## src/rtl/rf_wb_sched_pkg.sv

```systemverilog
// rf_wb_sched_pkg
//   Shared CPU constants and types for the register-file write-back path.
//   REG_NUM / REG_AW : register count and address width
//   WEN_W / DATA_W   : byte-enable and data widths of the RF write port
//   wb_src_e         : requester index (WB_PIPE = in-order pipeline,
//                      WB_MULTI = multi-cycle unit)
package rf_wb_sched_pkg;

    localparam int unsigned REG_NUM = 32;
    localparam int unsigned REG_AW  = 5;
    localparam int unsigned WEN_W   = 4;
    localparam int unsigned DATA_W  = 32;

    typedef enum logic {
        WB_PIPE  = 1'b0,
        WB_MULTI = 1'b1
    } wb_src_e;

endpackage

```

## src/rtl/rf_wb_sched_arb.sv

```systemverilog
// wb_rr_arb2
//   Two-input round-robin arbiter for the register-file write port.
//   clk, reset : clock, asynchronous active-high reset
//   req[1:0]   : request valids (index WB_PIPE / WB_MULTI)
//   gnt[1:0]   : combinational one-hot-or-zero grants
//   After any grant the priority moves to the requester that lost.
module wb_rr_arb2
    import rf_wb_sched_pkg::*;
(
    input  logic       clk,
    input  logic       reset,
    input  logic [1:0] req,
    output logic [1:0] gnt
);

    wb_src_e prio;
    wb_src_e prio_nxt;

    always_ff @(posedge clk or posedge reset) begin
        if (reset) begin
            prio <= WB_PIPE;
        end else begin
            prio <= prio_nxt;
        end
    end

    // Grants are masked while reset is high so nothing is accepted that
    // would be lost anyway.
    always_comb begin
        gnt = '0;
        if (!reset) begin
            gnt[WB_PIPE]  = req[WB_PIPE]  & (~req[WB_MULTI] | (prio == WB_PIPE));
            gnt[WB_MULTI] = req[WB_MULTI] & (~req[WB_PIPE]  | (prio == WB_MULTI));
        end
    end

    always_comb begin
        prio_nxt = prio;
        if (gnt[WB_PIPE]) begin
            prio_nxt = WB_MULTI;
        end else if (gnt[WB_MULTI]) begin
            prio_nxt = WB_PIPE;
        end
    end

endmodule

```

## src/rtl/rf_wb_sched.sv

```systemverilog
// rf_wb_sched
//   Write-back scheduler sharing the register file's single write port
//   between the pipeline (req0) and the multi-cycle unit (req1), with a
//   per-register pending-write scoreboard for decode.
//   clk, reset                     : clock, asynchronous active-high reset
//   req{0,1}_valid/addr/wen/data   : write-back requests
//   req{0,1}_ready                 : request accepted this cycle (comb)
//   sb_set, sb_addr                : decode issues a writer of sb_addr
//   sb_ready                       : sb_addr counter not saturated (comb)
//   raddr1, raddr2 / busy1, busy2  : source register pending-write status
//   rf_waddr, rf_wen, rf_wdata     : registered register-file write port
module rf_wb_sched
    import rf_wb_sched_pkg::*;
#(
    parameter int unsigned CNT_W = 2
)
(
    input  logic              clk,
    input  logic              reset,
    input  logic              req0_valid,
    input  logic [REG_AW-1:0] req0_addr,
    input  logic [WEN_W-1:0]  req0_wen,
    input  logic [DATA_W-1:0] req0_data,
    output logic              req0_ready,
    input  logic              req1_valid,
    input  logic [REG_AW-1:0] req1_addr,
    input  logic [WEN_W-1:0]  req1_wen,
    input  logic [DATA_W-1:0] req1_data,
    output logic              req1_ready,
    input  logic              sb_set,
    input  logic [REG_AW-1:0] sb_addr,
    output logic              sb_ready,
    input  logic [REG_AW-1:0] raddr1,
    input  logic [REG_AW-1:0] raddr2,
    output logic              busy1,
    output logic              busy2,
    output logic [REG_AW-1:0] rf_waddr,
    output logic [WEN_W-1:0]  rf_wen,
    output logic [DATA_W-1:0] rf_wdata
);

    localparam logic [CNT_W-1:0] CNT_MAX = '1;

    logic [1:0]        gnt;
    logic              gnt_any;
    logic [REG_AW-1:0] gnt_addr;
    logic [WEN_W-1:0]  gnt_wen;
    logic [DATA_W-1:0] gnt_data;

    // Register 0 has no counter; indices run 1..REG_NUM-1.
    logic [CNT_W-1:0] cnt     [1:REG_NUM-1];
    logic [CNT_W-1:0] cnt_nxt [1:REG_NUM-1];

    // ------------------------------------------------------------------
    // Arbitration
    // ------------------------------------------------------------------
    wb_rr_arb2 u_arb (
        .clk   (clk),
        .reset (reset),
        .req   ({req1_valid, req0_valid}),
        .gnt   (gnt)
    );

    assign req0_ready = gnt[WB_PIPE];
    assign req1_ready = gnt[WB_MULTI];
    assign gnt_any    = |gnt;

    always_comb begin
        gnt_addr = req0_addr;
        gnt_wen  = req0_wen;
        gnt_data = req0_data;
        if (gnt[WB_MULTI]) begin
            gnt_addr = req1_addr;
            gnt_wen  = req1_wen;
            gnt_data = req1_data;
        end
    end

    // ------------------------------------------------------------------
    // Output stage: address/data hold between grants, wen pulses only on
    // a grant and is suppressed for register 0.
    // ------------------------------------------------------------------
    always_ff @(posedge clk or posedge reset) begin
        if (reset) begin
            rf_waddr <= '0;
            rf_wen   <= '0;
            rf_wdata <= '0;
        end else begin
            rf_wen <= '0;
            if (gnt_any) begin
                rf_waddr <= gnt_addr;
                rf_wdata <= gnt_data;
                rf_wen   <= (gnt_addr == '0) ? '0 : gnt_wen;
            end
        end
    end

    // ------------------------------------------------------------------
    // Scoreboard lookups (combinational from current counters)
    // ------------------------------------------------------------------
    always_comb begin
        sb_ready = 1'b1;
        busy1    = 1'b0;
        busy2    = 1'b0;
        for (int unsigned i = 1; i < REG_NUM; i++) begin
            if ((sb_addr == REG_AW'(i)) && (cnt[i] == CNT_MAX)) begin
                sb_ready = 1'b0;
            end
            if ((raddr1 == REG_AW'(i)) && (cnt[i] != '0)) begin
                busy1 = 1'b1;
            end
            if ((raddr2 == REG_AW'(i)) && (cnt[i] != '0)) begin
                busy2 = 1'b1;
            end
        end
    end

    // ------------------------------------------------------------------
    // Scoreboard update. Increment only when not saturated; decrement on
    // any grant (even one with wen 0000) unless already zero. Both in the
    // same cycle cancel out.
    // ------------------------------------------------------------------
    always_comb begin
        for (int unsigned i = 1; i < REG_NUM; i++) begin
            logic inc;
            logic dec;
            inc = sb_set & sb_ready & (sb_addr == REG_AW'(i));
            dec = gnt_any & (gnt_addr == REG_AW'(i)) & (cnt[i] != '0);
            cnt_nxt[i] = cnt[i];
            if (inc && !dec) begin
                cnt_nxt[i] = cnt[i] + CNT_W'(1);
            end else if (dec && !inc) begin
                cnt_nxt[i] = cnt[i] - CNT_W'(1);
            end
        end
    end

    always_ff @(posedge clk or posedge reset) begin
        if (reset) begin
            for (int unsigned i = 1; i < REG_NUM; i++) begin
                cnt[i] <= '0;
            end
        end else begin
            for (int unsigned i = 1; i < REG_NUM; i++) begin
                cnt[i] <= cnt_nxt[i];
            end
        end
    end

endmodule

```

## config.mk

```make
export PLATFORM = sky130hd
export DESIGN_NAME = rf_wb_sched
export DESIGN_NICKNAME = d
export VERILOG_FILES = /design/src/rtl/rf_wb_sched_pkg.sv /design/src/rtl/rf_wb_sched_arb.sv /design/src/rtl/rf_wb_sched.sv
export SDC_FILE = /design/constraint.sdc
export NUM_CORES = 1
export LEC_CHECK = 0
export BUFFER_PORTS_ARGS = -buffer_cell sky130_fd_sc_hd__clkbuf_2
export CAP_MARGIN = 0
export CORE_MARGIN = 2
export CORE_UTILIZATION = 59
export CTS_BUF_LIST = sky130_fd_sc_hd__clkbuf_8 sky130_fd_sc_hd__clkbuf_16
export CTS_CLUSTER_DIAMETER = 40
export CTS_CLUSTER_SIZE = 40
export DETAILED_ROUTE_END_ITERATION = 8
export GPL_TIMING_DRIVEN = 0
export HOLD_SLACK_MARGIN = 0.08
export PLACE_DENSITY_LB_ADDON = 0.08
export SYNTH_ARGS = -nofsm -noshare
export SYNTH_HDL_FRONTEND = slang
export SYNTH_SLANG_ARGS = --single-unit
```

## constraint.sdc

```tcl
create_clock -name clk -period 6.6 [get_ports clk]
set_clock_uncertainty 0.15 [all_clocks]
set_input_delay 0.33 -clock clk [delete_from_list [all_inputs] [get_ports clk]]
set_output_delay 0.33 -clock clk [all_outputs]
set_load 0.1 [all_outputs]
```

After elaboration in Yosys (flattened, before gate mapping)
Cells that the tools add are included.
W data, S select, Z words.

operators by class
  add/subtract/negate cells = 62
  eq/ne operators = 155
  mux-type cells = 163
  bitwise gates (word level) = 101
  reduce and logical (&&, ||, !) cells = 282

operators with widths
  cell                   number
  $eq A5 B5 Y1 const B   64
  $eq A5 B4 Y1 const B   32
  $logic_and A1 B1 Y1    155
  $mux W2                63
  $reduce_bool A2 Y1     63
  $and A1 B1 Y1          96
  $mux W1                95
  $eq A5 B3 Y1 const B   16
  $add A2 B1 Y2 const B  31
  $eq A2 B2 Y1 const B   31
  $logic_not A1 Y1       62
  $sub A2 B1 Y2 const B  31
  $eq A5 B2 Y1 const B   8
  $mux W32               1
  $eq A5 B1 Y1 const B   4
  $mux W4                3
  $logic_not A5 Y1       1
  $mux W5                1
  $not A1 Y1             3
  $or A1 B1 Y1           2
  $reduce_or A2 Y1       1

storage, ports and cells
  register bits = 104
  bits of input ports = 102
  output and inout bits = 46
  word-level logic and storage cells = 798

Logic depth before layout (Yosys ltp)
  word-level depth = 39
  depth in mapped cells = 12
  mapped depth without buffers = 9

Hierarchy
From an unflattened synthesis, not the netlist that was laid out.

second synthesis, totals
  cells, all modules = 745
  area total of the unflattened synthesis = 6,881.6 µm²

modules (own cells, without submodules)
  module       times used  cells an instance  area an instance (µm²)  sequential area each (µm²)
  rf_wb_sched  1           736                6,802.8                 2,577.5
  wb_rr_arb2   1           9                  78.8                    25.0

Least setup slack after synthesis
OpenSTA, ideal clock, no wires.

  kind = input-to-output
  start point = input port reset
  end point = output port req0_ready
  data arrival time = 4,274 ps
  data required time = 6,120 ps
  slack = 1,846 ps
  stages on the path = 4
  path buffers = 1
  cells stage by stage = inv_1 > nand2_1 > a21oi_1 > clkbuf_1

on the way
  word-level cells in the longest chain between the ends = 1

ends and longest elaborated chain
  element      line                   source
  from (decl)  rf_wb_sched.sv:19      input logic reset,
  $mux W2      rf_wb_sched_arb.sv:31  if (!reset) begin
  to (decl)    rf_wb_sched.sv:24      output logic req0_ready,

Every way passes these cells.

Worst setup path after layout
Ends and elaborated chain as after synthesis.

==> summary.md <==
| Metric | Value |
|---|---|
| Antenna Cells | 0 |
| First DRT Iteration DRCs | 660 |
| Total wire length | about 22 mm |
| Grt ovf | 0 |
| Core Region | between 10000 and 15000 um^2 |
| Area leader, netlist | dfrtp_1 |
| Placed cell areas | about 7500 um^2 |
| Vias post-DR | 6721 |
| DP HPWL | between 10 and 15 mm |
| Total CTS buffers | 9 |
| Die area | about 12000 um^2 |
| Area fraction of the dominant cell type after synthesis | ~39% |
| IO Count | about 150 |
| Rel. slew slack | about a quarter |
| Cell chosen for the clock root | clkbuf_8 |
| Fill cells | 737 |
| Async S/R FF share, synth | between 90% and 100% |
| Top FF cell, synth | dfrtp_1 |
| Finish-stage setup viols | 0 |
| Maxcap violations | 0 |
| CTS tree | yes |
| CP top delay family | buffers and inverters |
| Max Clk Rate | 239 MHz |
| Die width | around 110 um |
| Final Critical Period | between 4 and 5 ns |
| Syn Area/Cell | a little under 10 um^2 |
| Fin. Hold Viols | 0 |
| First-pass GRT wire length | 34.6 mm |
| Hold WC Path Type | primary input to register |
| Max Buffers Root-to-Sink | 2 |
| Worst slew pin tran | between 1 and 1.5 ns |
| Power Density | between 300 and 400 nW/um^2 |
| Fin nets | ~1000 |
| Max FO, Critical Path | 60 |
| Register area | between 2000 and 3000 um^2 |
| Synth warnings | 0 |
| Post-synthesis sequential area ratio | 39.3% |
| CP bufs+invs | 6 |
| Crit start category | primary input |
| Crit-path most repeated cell | clkbuf_2 |
| Maximum number of pins on one net before global-route repair | between 60 and 70 |
| Fin. max-slew vios | 0 |
| Count leader, synth | dfrtp_1 |
| Area Overhead vs Synth | 27.3% |
| CP max-delay cell | a21oi_1 |
| Area of the multi-input gates | 3690 um^2 |
| Leakage power | 0.00393 uW |
| Final TNS setup | 0 ns |
| Maximum VDD drop | 0.000255 V |
| Avg WL per Cell | ~21 um |
| Die H | between 100 and 150 um |
| CP Cell Sequence | dlygate4sd3_1, clkbuf_2, inv_4, buf_16, nand2_1, a21oi_1, clkbuf_1, clkbuf_2 |
| Share of cells above drive strength 1 | a little under a quarter |
| Outcome | finished clean |
| CTS sink count | about 100 |
| Gr usage total | just under 40% |
| Seq cells post-synth | between 100 and 150 |
| Post-Syn Instances | 689 |
| TritonRoute pass-1 iters | 5 |
| Row cnt | 38 |
| RSZ-0062 raised after global routing | false |
| Unique masters post-synth | a little over 60 |
| Clk Latency, worst-skew pair | roughly 0.40 ns |
| Worst Setup Path Type | primary input to output pin |
| Starting Density | roughly three fifths |
| Max incr delay on CP | 0.73 ns |
| Fin area | around 8400 um^2 |
| Final GP Congestion | 0.965 |
| Antenna violations before repair | 0 |
| Mapped Area | 6620 um^2 |
| Synth area leaders | dfrtp_1 (39%), xor2_1 (8.2%), ha_1 (5.9%), a222oi_1 (4.8%), xnor2_1 (4.1%) |
| Drt drc | 0 |
| Syn_nets | 822 |
| Top post-synthesis cells by count | dfrtp_1 (104), nor2_1 (67), xor2_1 (62), nor3_1 (39), inv_1 (38) |
| Vias in the first global route | a little under 7000 |
| Number of H-tree levels | 3 |
| Vias per cell | 6.36 |
| CP Capture Type | output pin |
| Data required time at the worst endpoint | approximately 6 ns |
| Postcts setup bufs | 0 |
| Final period util | 63.5% |
| ANT nets after route | 0 |
| Worst Path Arrival | about 3.7 ns |
| Clock transition at path regs | 0.10 ns |
| IO buf count | between 100 and 150 |
| Number of synthesized flops with an enable pin | 0 |
## what timing repair did
| action | 4_1_cts | 5_1_grt |
|---|---|---|
| hold endpoints to repair | 80 | 0 |
| hold buffers | 68 | 0 |
| resized for setup | 0 | 0 |
## layout make-up
type                            count  area share (%)
Buffer                             40            2.17
Clock buffer                        9            1.47
Clock inverter                      7           0.950
Inverter                           39            1.77
Multi-Input combinational cell    506            43.8
Sequential cell                   104            30.9
Tap cell                          140            2.08
Timing Repair Buffer              212            16.9
## tightest hold or removal path: stages
cell and delay, ns:
clkbuf_2 0.08, a22oi_1 0.09, a21oi_1 0.12
## cells in the final DEF, fill, tap and decap left out, types with 4 or more instances in the layout
cell type,synthesis,layout
a2111oi_0,5,5
a211oi_1,4,4
a21oi_1,16,16
a222oi_1,32,32
a22oi_1,7,7
and3b_1,4,4
buf_2,17,17
clkbuf_1,20,20
clkbuf_2,0,143
clkbuf_8,0,9
dfrtp_1,104,104
dlygate4sd3_1,0,68
ha_1,31,31
inv_1,38,37
mux2i_1,8,8
mux4_2,5,5
nand2_1,30,30
nand2b_1,10,10
nand3_1,23,23
nand3b_1,13,13
nand4_1,7,7
nand4b_1,4,4
nor2_1,67,67
nor2b_1,7,7
nor3_1,39,39
nor3b_1,5,5
nor4_1,5,5
o2111ai_1,6,6
o211ai_1,15,15
o21ai_0,18,18
o21ai_1,5,5
o22ai_1,5,5
or2_2,7,7
xnor2_1,31,31
xor2_1,62,62
## flip-flops by register name, summed over array words and instances (netlist names)
register    flops
rf_wdata       32
rf_waddr        5
rf_wen          4
u_arb.prio      1
cnt            62
## cell families (layout without fill, tap and decap cells)
family / after synthesis / in the layout / synth area share (%)
AND/OR/NAND/NOR: 240 / 240 / 19.7
AO/OA/AOI/OAI: 127 / 127 / 14.6
flip-flops: 104 / 104 / 39.3
XOR/XNOR: 93 / 93 / 12.3
buffers and inverters: 79 / 307 / 4.97
adder cells (fa/ha/maj): 31 / 31 / 5.86
multiplexers: 15 / 15 / 3.25
## through the flow
step           cells  hold WS (ns)  power, uW  setup WS, ns  utilization [%]
2_1_floorplan    689         0.301       1950          1.85                -
3_3_place_gp     972         0.316       2220         0.351             69.0
3_5_place_dp     973         0.326       2270          2.97             69.3
4_1_cts         1057        0.0904       2750          2.41             77.4
5_1_grt         1057         0.138       2920          2.10             77.4
6_report        1057         0.119       2790          2.41             77.4
## layer usage
| layer | vias to the layer above | wire, um | GRT usage (%) | part of all wire [%] |
|---|---|---|---|---|
| met5 | - | 0 | 0 | 0 |
| met4 | 0 | 1370 | 23.8 | 6.2 |
| met3 | 116 | 1850 | 7.94 | 8.4 |
| met2 | 389 | 10500 | 61.9 | 48 |
| met1 | 3255 | 8320 | 47.6 | 38 |
| li1 | 2961 | - | - | - |
## power by group
part           switching [uW]  total, uW  internal (uW)  leakage (uW)
Sequential                271       1130            863       0.00128
Combinational             807       1230            424       0.00255
Clock                     246        426            180      0.000102
Total                    1320       2790           1470       0.00393
## worst paths after layout
kind | from | to | slack (ns) | cells after the start
setup / recovery | reset | req0_ready | 2.41 | 8
hold / removal | req1_wen[0] | rf_wen[0]$_DFF_PP0_ | 0.12 | 3
setup reg to reg | u_arb.prio$_DFFE_PP0P_ | cnt[25]$_DFFE_PP0P_ | 3.41 | 10
hold reg to reg | cnt[57]$_DFFE_PP0P_ | cnt[57]$_DFFE_PP0P_ | 0.35 | 1
max in group asynchronous | reset | cnt[15]$_DFFE_PP0P_ | 5.13 | 4
min in group asynchronous | reset | u_arb.prio$_DFFE_PP0P_ | 0.47 | 3
Power figures use the tool's default switching activity.
